==> src/rtl/inst_fetcher.sv <==
`default_nettype none
// =============================================================================
// Module  : inst_fetcher
// Purpose : Fetch PC plus byte-serial instruction fetch into a direct-mapped
//           I-cache (macro INST_FETCHER_ICACHE_EN) or a single tagged word buffer.
// Revision: 1.0 - initial release
// =============================================================================
module inst_fetcher #(
    parameter int          IDX_W    = 7,
    parameter logic [31:0] RESET_PC = 32'h0
) (
    input  logic        clk,
    input  logic        rst,
    input  logic        rdy,
    input  logic        issue,
    input  logic        jump_en,
    input  logic [31:0] jump_addr,
    output logic        mem_req,
    output logic [31:0] mem_addr,
    input  logic        mem_ready,
    input  logic [7:0]  mem_din,
    output logic        hit,
    output logic [31:0] pc_out,
    output logic [31:0] inst_out
);

    typedef enum logic [0:0] {
        S_IDLE  = 1'b0,
        S_FETCH = 1'b1
    } state_t;

    if (IDX_W < 1 || IDX_W > 29) begin : g_idx_check
        $error("inst_fetcher: IDX_W out of range");
    end

    state_t      r_state;
    logic [31:0] r_pc;
    logic [1:0]  r_cnt;
    logic [23:0] r_buf;
    logic        r_mem_req;

    logic        w_present;
    logic [31:0] w_stored;
    logic        w_hit;
    logic        w_advance;
    logic        w_fill;
    logic [31:0] w_word;

    assign w_word    = {mem_din, r_buf};
    assign w_hit     = w_present && (r_state == S_IDLE) && !jump_en;
    assign w_advance = rdy && issue && w_hit;
    // The last byte completes a line only when no redirect claims the same cycle
    assign w_fill    = !rst && rdy && !jump_en && (r_state == S_FETCH)
                       && mem_ready && (r_cnt == 2'd3);

    assign hit      = w_hit;
    assign pc_out   = r_pc;
    assign inst_out = w_stored;
    assign mem_req  = r_mem_req;
    assign mem_addr = r_pc + {30'd0, r_cnt};

    always_ff @(posedge clk) begin
        if (rst) begin
            r_state   <= S_IDLE;
            r_pc      <= RESET_PC;
            r_cnt     <= 2'd0;
            r_buf     <= 24'd0;
            r_mem_req <= 1'b0;
        end else if (rdy) begin
            if (jump_en) begin
                r_pc      <= jump_addr;
                r_state   <= S_IDLE;
                r_cnt     <= 2'd0;
                r_mem_req <= 1'b0;
            end else begin
                case (r_state)
                    S_IDLE: begin
                        if (w_hit) begin
                            if (issue) begin
                                r_pc <= r_pc + 32'd4;
                            end
                        end else begin
                            r_state   <= S_FETCH;
                            r_cnt     <= 2'd0;
                            r_mem_req <= 1'b1;
                        end
                    end
                    S_FETCH: begin
                        if (mem_ready) begin
                            case (r_cnt)
                                2'd0:    r_buf[7:0]   <= mem_din;
                                2'd1:    r_buf[15:8]  <= mem_din;
                                2'd2:    r_buf[23:16] <= mem_din;
                                default: ;
                            endcase
                            r_cnt <= r_cnt + 2'd1;
                            if (r_cnt == 2'd3) begin
                                r_state   <= S_IDLE;
                                r_mem_req <= 1'b0;
                            end
                        end
                    end
                    default: r_state <= S_IDLE;
                endcase
            end
        end
    end

`ifdef INST_FETCHER_ICACHE_EN
    localparam int C_LINES = 2 ** IDX_W;
    localparam int C_TAG_W = 32 - IDX_W - 2;

    logic [C_LINES-1:0] r_valid;
    logic [C_TAG_W-1:0] r_tag  [C_LINES];
    logic [31:0]        r_data [C_LINES];
    logic [IDX_W-1:0]   w_line;
    logic [C_TAG_W-1:0] w_tag;

    assign w_line    = r_pc[IDX_W+1:2];
    assign w_tag     = r_pc[31:IDX_W+2];
    assign w_present = r_valid[w_line] && (r_tag[w_line] == w_tag);
    // Invalid lines present zero so inst_out reads 0 straight out of reset
    assign w_stored  = r_valid[w_line] ? r_data[w_line] : 32'h0;

    always_ff @(posedge clk) begin
        if (rst) begin
            r_valid <= '0;
        end else if (w_fill) begin
            r_valid[w_line] <= 1'b1;
        end
    end

    always_ff @(posedge clk) begin
        if (w_fill) begin
            r_tag[w_line]  <= w_tag;
            r_data[w_line] <= w_word;
        end
    end
`else
    logic        r_bvalid;
    logic [31:0] r_bpc;
    logic [31:0] r_binst;

    assign w_present = r_bvalid && (r_bpc == r_pc);
    assign w_stored  = r_binst;

    // Consuming the buffered word retires it, so the next PC always refetches
    always_ff @(posedge clk) begin
        if (rst) begin
            r_bvalid <= 1'b0;
            r_bpc    <= RESET_PC;
            r_binst  <= 32'h0;
        end else if (w_fill) begin
            r_bvalid <= 1'b1;
            r_bpc    <= r_pc;
            r_binst  <= w_word;
        end else if (w_advance) begin
            r_bvalid <= 1'b0;
        end
    end
`endif

endmodule
`default_nettype wire

==> config.mk <==
export PLATFORM = sky130hd
export DESIGN_NAME = inst_fetcher
export DESIGN_NICKNAME = d
export VERILOG_FILES = /design/src/rtl/inst_fetcher.sv
export SDC_FILE = /design/constraint.sdc
export NUM_CORES = 1
export LEC_CHECK = 0
export ABC_AREA = 0
export CORE_ASPECT_RATIO = 0.8
export CORE_MARGIN = 1
export CORE_UTILIZATION = 54
export CTS_CLUSTER_SIZE = 12
export DETAILED_ROUTE_END_ITERATION = 16
export DONT_BUFFER_PORTS = 1
export PLACE_DENSITY = 0.72
export SETUP_SLACK_MARGIN = 0.3
export SLEW_MARGIN = 40
export SYNTH_ARGS = -nofsm -noshare
export SYNTH_HDL_FRONTEND = slang
export SYNTH_SLANG_ARGS = --single-unit
==> constraint.sdc <==
create_clock -name clk -period 2.42 [get_ports clk]
set_input_delay 0.484 -clock clk [delete_from_list [all_inputs] [get_ports clk]]
set_output_delay 0.484 -clock clk [all_outputs]
set_load 0.05 [all_outputs]
==> results of run 1 <==
-- stage by stage --
step / utilization / instance area, µm²
after floorplan: - / 7190
after global placement: 0.732 / 8160
after detailed placement: 0.732 / 8160
after CTS: 0.917 / 10200
-- per-layer routing --
metal | global-route usage | overflow
met4 | 1.06 | 170
met2 | 1.12 | 337
met1 | 0.881 | 4
met5 | 0.438 | 0
met3 | 0.785 | 5
-- cell families after synthesis --
| family | share of synthesized area |
|---|---|
| AO/OA/AOI/OAI | 0.164 |
| XOR/XNOR | 0.0871 |
| adder cells (fa/ha/maj) | 0.0170 |
| AND/OR/NAND/NOR | 0.267 |
| flip-flops | 0.395 |
| multiplexers | 0.00652 |
| buffers and inverters | 0.0634 |
-- what timing repair did --
| item | CTS |
|---|---|
| setup endpoints to repair | 63 |
| gates cloned | 3 |
| gates resized for setup | 190 |
| endpoints found under the hold margin | 0 |
| buffers inserted | 67 |
| pin swaps | 76 |
==> metrics, run 1 <==
CTS buffer count=17; Log Error=[ERROR GRT-0232] Routing congestion too high. Check the congestion heatmap in the GUI.; sequential share of the synthesized area=0.395; synthesized net count=885; clock tree sinks=125; Commonest cells post-synth=201 x nand2_1, 125 x dfxtp_1, 75 x o21ai_0, 54 x clkbuf_1, 45 x a21oi_1; pre-CTS WS=-132 ps; ys async rst share=0; grt ovf=516; Initial Utilization=0.568; Post-Syn Instances=831; Worst EP Category=top-level output; Die W=123 µm; buffer depth of the longest clock path=2; Root Buffer=clkbuf_16; placed insts=1,023; largest cells by area after synthesis=dfxtp_1 40%, nand2_1 12%, o21ai_0 5.9%, xnor2_1 5.8%, a21oi_1 3.6%; # hold bufs at CTS=0; die height=98.9 µm; top-count cell post-synth=nand2_1; pin count of the biggest net entering global routing=78; Seq cells post-synth=125; PortBufs=0; Post-synth EDFFs=0; Ys Warns=0; Synth Flop Type=dfxtp_1; Post-Syn Area=0.00633 mm²; Last stage=global routing; HPWL Detailed=14,800 µm; syn avg cell area=7.62 µm²; total track usage=0.938; status=stopped before the end; Worst endpoint, post-GRT repair=mem_addr[31]; Netlist cell types=61; Ports=144; Cell Rows=34; largest area contributor in the netlist=dfxtp_1; gpl congestion=0.924; post-synth top area share=0.395; CTS H-Tree Depth=4
==> inputs of run 2 (changes only) <==
Settings changed: CORE_ASPECT_RATIO 0.8 to unset, CORE_UTILIZATION 54 to 39, CTS_CLUSTER_SIZE 12 to unset, PLACE_DENSITY 0.72 to unset, PLACE_DENSITY_LB_ADDON set to 0.15, SETUP_SLACK_MARGIN 0.3 to unset.
Clock period 2.42 ns to 3.15 ns, I/O delays scaled along.
==> run 2 against run 1 <==
Area after synthesis is the same. The flow now finishes without violations. Synthesized cell count is the same.
==> metrics, run 2 <==
status=finished clean (was stopped before the end); unrepaired setup endpoints after global routing=true; GRT Max-Usage Layer=met2; Pre-Repair DR Iteration Count=6; Period Utilization, post-route=0.997; Post-Syn Area=0.00633 mm² (unchanged); Worst Clk Skew=8.85 ps; post-synth top area share=0.395 (unchanged); DRT Wirelength=19,800 µm; # hold bufs at CTS=0 (unchanged); sequential share of the synthesized area=0.395 (unchanged); family with the most delay on the worst path=simple AND/OR/NAND/NOR gates; clock tree sinks=125 (unchanged); ys async rst share=0 (unchanged); CP Class=reg2out; met3 usage in global routing=0.0772; crit-path cells=and4_4 > nand4_1 > or3_4 > or3_4 > nor2_4 > xor2_4 > buf_12; CP startpoint kind=flip-flop; Hold/Removal Path Class=in2reg; HPWL Detailed=13,600 µm (was 14,800 µm); Leakage Power=2.78 nW; CTS H-Tree Depth=4 (unchanged); setup TNS=0 ps; Filler Cell Count=1,570; synth-to-layout area growth=23.9%; die footprint=0.0168 mm²; CTS buffer count=17 (unchanged); Worst-Skew Late Latency=420 ps; Post-Layout Cell Count=1,095; pin count of the biggest net entering global routing=78; largest cells by area after synthesis=dfxtp_1 40%, nand2_1 12%, o21ai_0 5.9%, xnor2_1 5.8%, a21oi_1 3.6% (unchanged); grt met1 use=0.320; maxcap violations=0; Die W=129 µm (was 123 µm); Global Route met2 Usage=0.359; Ports=144 (unchanged); Post-Syn Instances=831 (unchanged); share of layout cells above drive strength 1=0.208; CP Max Fanout=4; Final Core Density=0.494; routed vias=6,015; most frequent cells in the layout=200 x nand2_1, 107 x dfxtp_1, 77 x buf_4; slew at the pin closest to its max-slew limit=846 ps; Final Critical Period=3140 ps; remaining routing DRC violations=0; core area=0.0159 mm²; initial antenna violation count=1; number of DRC markers in iteration 0=519; Commonest cells post-synth=201 x nand2_1, 125 x dfxtp_1, 75 x o21ai_0, 54 x clkbuf_1, 45 x a21oi_1 (unchanged); Ys Warns=0 (unchanged); Cell Rows=46 (was 34); final setup margin=9.27 ps; Max Freq=318 MHz; commonest non-fill, non-tap cell in the layout=nand2_1; crit path capture type=primary output; CTS tree=done; syn avg cell area=7.62 µm² (unchanged); Slowest Stage Delay on Critical Path=450 ps; buffer depth of the longest clock path=2 (unchanged); Root Buffer=clkbuf_16 (unchanged); first-pass GRT wire length=30,400 µm; Initial Utilization=0.399 (was 0.568); setup violators final=0; remaining antenna violation count=0; worst IR drop on VDD=0.369 mV; synthesized net count=885 (unchanged); overall power=3.87 mW; top-count cell post-synth=nand2_1 (unchanged); grt ovf=0; clk slew on worst S/H paths=60 ps; Seq cells post-synth=125 (unchanged); CP required=2520 ps; PortBufs=0 (unchanged); gpl congestion=0.860 (was 0.924); die height=129 µm (was 98.9 µm); worst path arrival time=2510 ps; layout net count=919; Rel. slew slack=0.436; Netlist cell types=61 (unchanged); CP bufs+invs=1; PD cells=493 mW/mm²; vias per inst=5.49; total track usage=0.238; Synth Flop Type=dfxtp_1 (unchanged); Post-synth EDFFs=0 (unchanged); Reg area=0.00253 mm²; fin. max-slew vios=0; CP dominant cell by count=or3_4; placed insts=1,052 (was 1,023); Final Hold Vio Count=0; vias in the first global route=5,563; area of the multi-input gates=0.00363 mm²; largest area contributor in the netlist=dfxtp_1 (unchanged); pre-CTS WS=333 ps (was -132 ps); crit path max-delay cell type=or3_4; wire per inst=18.1 µm
-- run 2: final timing paths --
kind	to	start	slack (ps)	depth (start not counted)
min reg2reg	r_buf[18]$_SDFFE_PP0P_	r_buf[18]$_SDFFE_PP0P_	450	2
max reg2reg	pc_out[13]$_SDFFE_PP0P_	pc_out[6]$_SDFFE_PP0P_	260	8
min	pc_out[26]$_SDFFE_PP0P_	rst	270	1
max	mem_addr[31]	pc_out[15]$_SDFFE_PP0P_	9	7
-- run 2: area by class of cell --
| class | instances | share of cell area |
|---|---|---|
| Sequential cell | 125 | 0.322 |
| Clock inverter | 8 | 0.00542 |
| Inverter | 13 | 0.00622 |
| Antenna cell | 1 | 0.000319 |
| Multi-Input combinational cell | 616 | 0.462 |
| Clock buffer | 24 | 0.0601 |
| Timing Repair Buffer | 92 | 0.110 |
| Tap cell | 216 | 0.0344 |
-- run 2: per-stage QoR --
step | hold slack [ps] | cell area [µm²]
after floorplan | 425 | 6450
after global placement | 440 | 7140
after detailed placement | 442 | 7150
after CTS | 262 | 7690
after global routing | 256 | 7850
final | 274 | 7850
-- run 2: cell families (layout without fill, tap and decap cells) --
family          after synthesis  after routing  share of synthesized area
simple gates                364            364                      0.267
compound gates              177            177                      0.164
flops                       125            125                      0.395
buf+inv                      90            137                     0.0634
xor+xnor                     63             63                     0.0871
fa+ha+maj                     8              8                     0.0170
mux                           4              4                    0.00652
other cells                   0              1                          0
-- run 2: timing repair --
item	4_1_cts	5_1_grt
endpoints found under the setup margin	7	8
resized for setup	11	14
setup buffers	0	10
pin swaps	0	7
-- run 2: routing by layer --
| metal | share of wire | routed length, µm |
|---|---|---|
| met1 | 0.45 | 8880 |
| met2 | 0.44 | 8790 |
| met5 | 0 | 0 |
| met4 | 0.016 | 307 |
| met3 | 0.091 | 1810 |
-- run 2: where the power goes --
group	leakage [nW]	total (mW)	switching (mW)	internal, mW
sequential	1.02	1.64	0.0265	1.61
clock	0.257	1.72	0.686	1.03
combinational	1.50	0.509	0.347	0.162
total	2.78	3.87	1.06	2.81
Note: power is estimated with default switching activity, not from simulation.
==> inputs of run 3 (changes only) <==
Settings changed: CORE_MARGIN 1 to 2.
==> run 3 against run 2 <==
Worst hold slack better by 10 ps. Via count is 1.2% higher. Routed wire length is 2.5% higher. Critical path type unchanged. Global-route usage is 0.95 points lower. Sequential share of layout area hardly changed. Fmax is 2.2% higher. Count of clock-buffer cells in the layout is 2 lower.
==> metrics, run 3 (synthesis results as in run 2) <==
sw frac=0.272 (was 0.274); Ports=144 (unchanged); Hold/Removal Path Class=in2reg (unchanged); CP Class=reg2out (unchanged); buffer depth of the longest clock path=2 (unchanged); Final Hold Slack=284 ps (was 274 ps); total track usage=0.229 (was 0.238); maxcap violations=0 (unchanged); met3 usage in global routing=0.0725 (was 0.0772); die height=131 µm (was 129 µm); unrepaired setup endpoints after global routing=true (unchanged); pin count of the biggest net entering global routing=85 (was 78); ANT cells=0 (was 1); clk slew on worst S/H paths=60 ps (about the same); setup violators final=0 (unchanged); Rel. slew slack=0.533 (was 0.436); Leakage Power=2.79 nW (was 2.78 nW); first-pass GRT wire length=31,500 µm (was 30,400 µm); most frequent cells in the layout=201 x nand2_1, 107 x dfxtp_1, 75 x o21ai_0 (was 200 x nand2_1, 107 x dfxtp_1, 77 x buf_4); CP dominant cell by count=or3_4 (unchanged); remaining routing DRC violations=0 (unchanged); wire per inst=18.6 µm (was 18.1 µm); clock tree sinks=125 (unchanged); crit path capture type=primary output (unchanged); Final Critical Period=3070 ps (was 3140 ps); Comb power frac=0.132 (about the same); clock power share=0.448 (was 0.445); CTS tree=done (unchanged); CTS H-Tree Depth=4 (unchanged); PD cells=495 mW/mm² (was 493 mW/mm²); remaining antenna violation count=0 (unchanged); Slowest Stage Delay on Critical Path=400 ps (was 450 ps); Int Power=2.84 mW (was 2.81 mW); DRT Wirelength=20,300 µm (was 19,800 µm); GRT Max-Usage Layer=met2 (unchanged); CTS buffer count=17 (unchanged); crit-path cells=nand4_4 > or2_4 > or3_4 > or3_4 > nor2_4 > xor2_4 > buf_12 (was and4_4 > nand4_1 > or3_4 > or3_4 > nor2_4 > xor2_4 > buf_12); CP startpoint kind=flip-flop (unchanged); status=finished clean (unchanged); worst IR drop on VDD=0.385 mV (was 0.369 mV); synth-to-layout area growth=24.4% (was 23.9%); grt met1 use=0.322 (was 0.320); CP bufs+invs=1 (unchanged); Initial Utilization=0.399 (unchanged); overall power=3.90 mW (was 3.87 mW); layout net count=918 (was 919); CP Max Fanout=4 (unchanged); Final Hold Vio Count=0 (unchanged); Pre-Repair DR Iteration Count=5 (was 6); number of DRC markers in iteration 0=581 (was 519); Psw=1.06 mW (about the same); commonest non-fill, non-tap cell in the layout=nand2_1 (unchanged); fin. max-slew vios=0 (unchanged); routed vias=6,088 (was 6,015); Period Utilization, post-route=0.976 (was 0.997); vias per inst=5.58 (was 5.49); sequential power share=0.420 (was 0.423); grt ovf=0 (unchanged); Max Freq=325 MHz (was 318 MHz); vias in the first global route=5,609 (was 5,563); Filler Cell Count=1,538 (was 1,570); die footprint=0.0173 mm² (was 0.0168 mm²); Worst Clk Skew=7.99 ps (was 8.85 ps); Cell Rows=46 (unchanged); slew at the pin closest to its max-slew limit=698 ps (was 846 ps); Root Buffer=clkbuf_16 (unchanged); HPWL Detailed=14,000 µm (was 13,600 µm); CP required=2520 ps (about the same); worst path arrival time=2440 ps (was 2510 ps); crit path max-delay cell type=or3_4 (unchanged); Global Route met2 Usage=0.338 (was 0.359); gpl congestion=0.872 (was 0.860); core area=0.0159 mm² (unchanged); PortBufs=0 (unchanged); initial antenna violation count=0 (was 1); Worst-Skew Late Latency=410 ps (was 420 ps); family with the most delay on the worst path=simple AND/OR/NAND/NOR gates (unchanged); Die W=131 µm (was 129 µm); share of layout cells above drive strength 1=0.214 (was 0.208)
==> run 3: cell types whose count changed in the layout (fill, tap and decap cells not counted), moves of 3 or more <==
cell,change
clkbuf_1,-4
dfxtp_4,+3
nor2_2,+3
buf_4,-3
dfxtp_2,-3
==> run 3: metal layers <==
layer	routed length, µm	part of all wire	up-vias
li1	-	-	2901
met1	9190	0.45	2911
met2	9080	0.45	247
met3	1770	0.087	29
met4	253	0.012	0
met5	0	0	-
==> run 3: power by group through the flow <==
| stage | Sequential [mW] | Combinational [mW] | Clock [mW] |
|---|---|---|---|
| after floorplan | 1.75 | 0.293 | 0 |
| after global placement | 1.67 | 0.496 | 0 |
| after detailed placement | 1.67 | 0.503 | 0 |
| after CTS | 1.64 | 0.506 | 1.77 |
| after global routing | 1.64 | 0.545 | 1.85 |
| final | 1.64 | 0.515 | 1.75 |
==> run 3: stage by stage <==
stage,setup WS (ps),std cells,setup TNS [ps],util,instance area (µm²)
2_1_floorplan,-19.1,831,-19.1,-,6450
3_3_place_gp,300,1053,0,0.451,7160
3_5_place_dp,278,1053,0,0.451,7160
4_1_cts,-6.52,1083,-10.4,0.486,7720
5_1_grt,-12.7,1091,-20.2,0.496,7880
6_report,75.5,1091,0,0.496,7880
==> run 3: what timing repair did <==
action,in CTS,in global routing
gates resized for setup,11,23
pin swaps,0,7
endpoints found under the setup margin,8,8
hold buffers,0,0
setup buffers,0,8
==> run 3: layout make-up <==
class / count / area [µm²] / share of cell area
sequential: 125 / 2530 / 0.322
clock inverter: 8 / 42.5 / 0.00540
clock buffer: 22 / 484 / 0.0615
inverter: 13 / 48.8 / 0.00619
multi-input combinational: 616 / 3630 / 0.461
timing repair buffer: 91 / 865 / 0.110
tap: 216 / 270 / 0.0343
==> run 3: final timing paths <==
check                                             from                      end  slack (ps)  cells past startpoint
worst min register to register  r_buf[11]$_SDFFE_PP0P_   r_buf[11]$_SDFFE_PP0P_         450                      2
worst max register to register  pc_out[6]$_SDFFE_PP0P_  pc_out[11]$_SDFFE_PP0P_         370                      8
worst max-delay path            pc_out[3]$_SDFFE_PP0P_             mem_addr[31]          80                      7
worst min-delay path                               rst  pc_out[28]$_SDFFE_PP0P_         280                      1
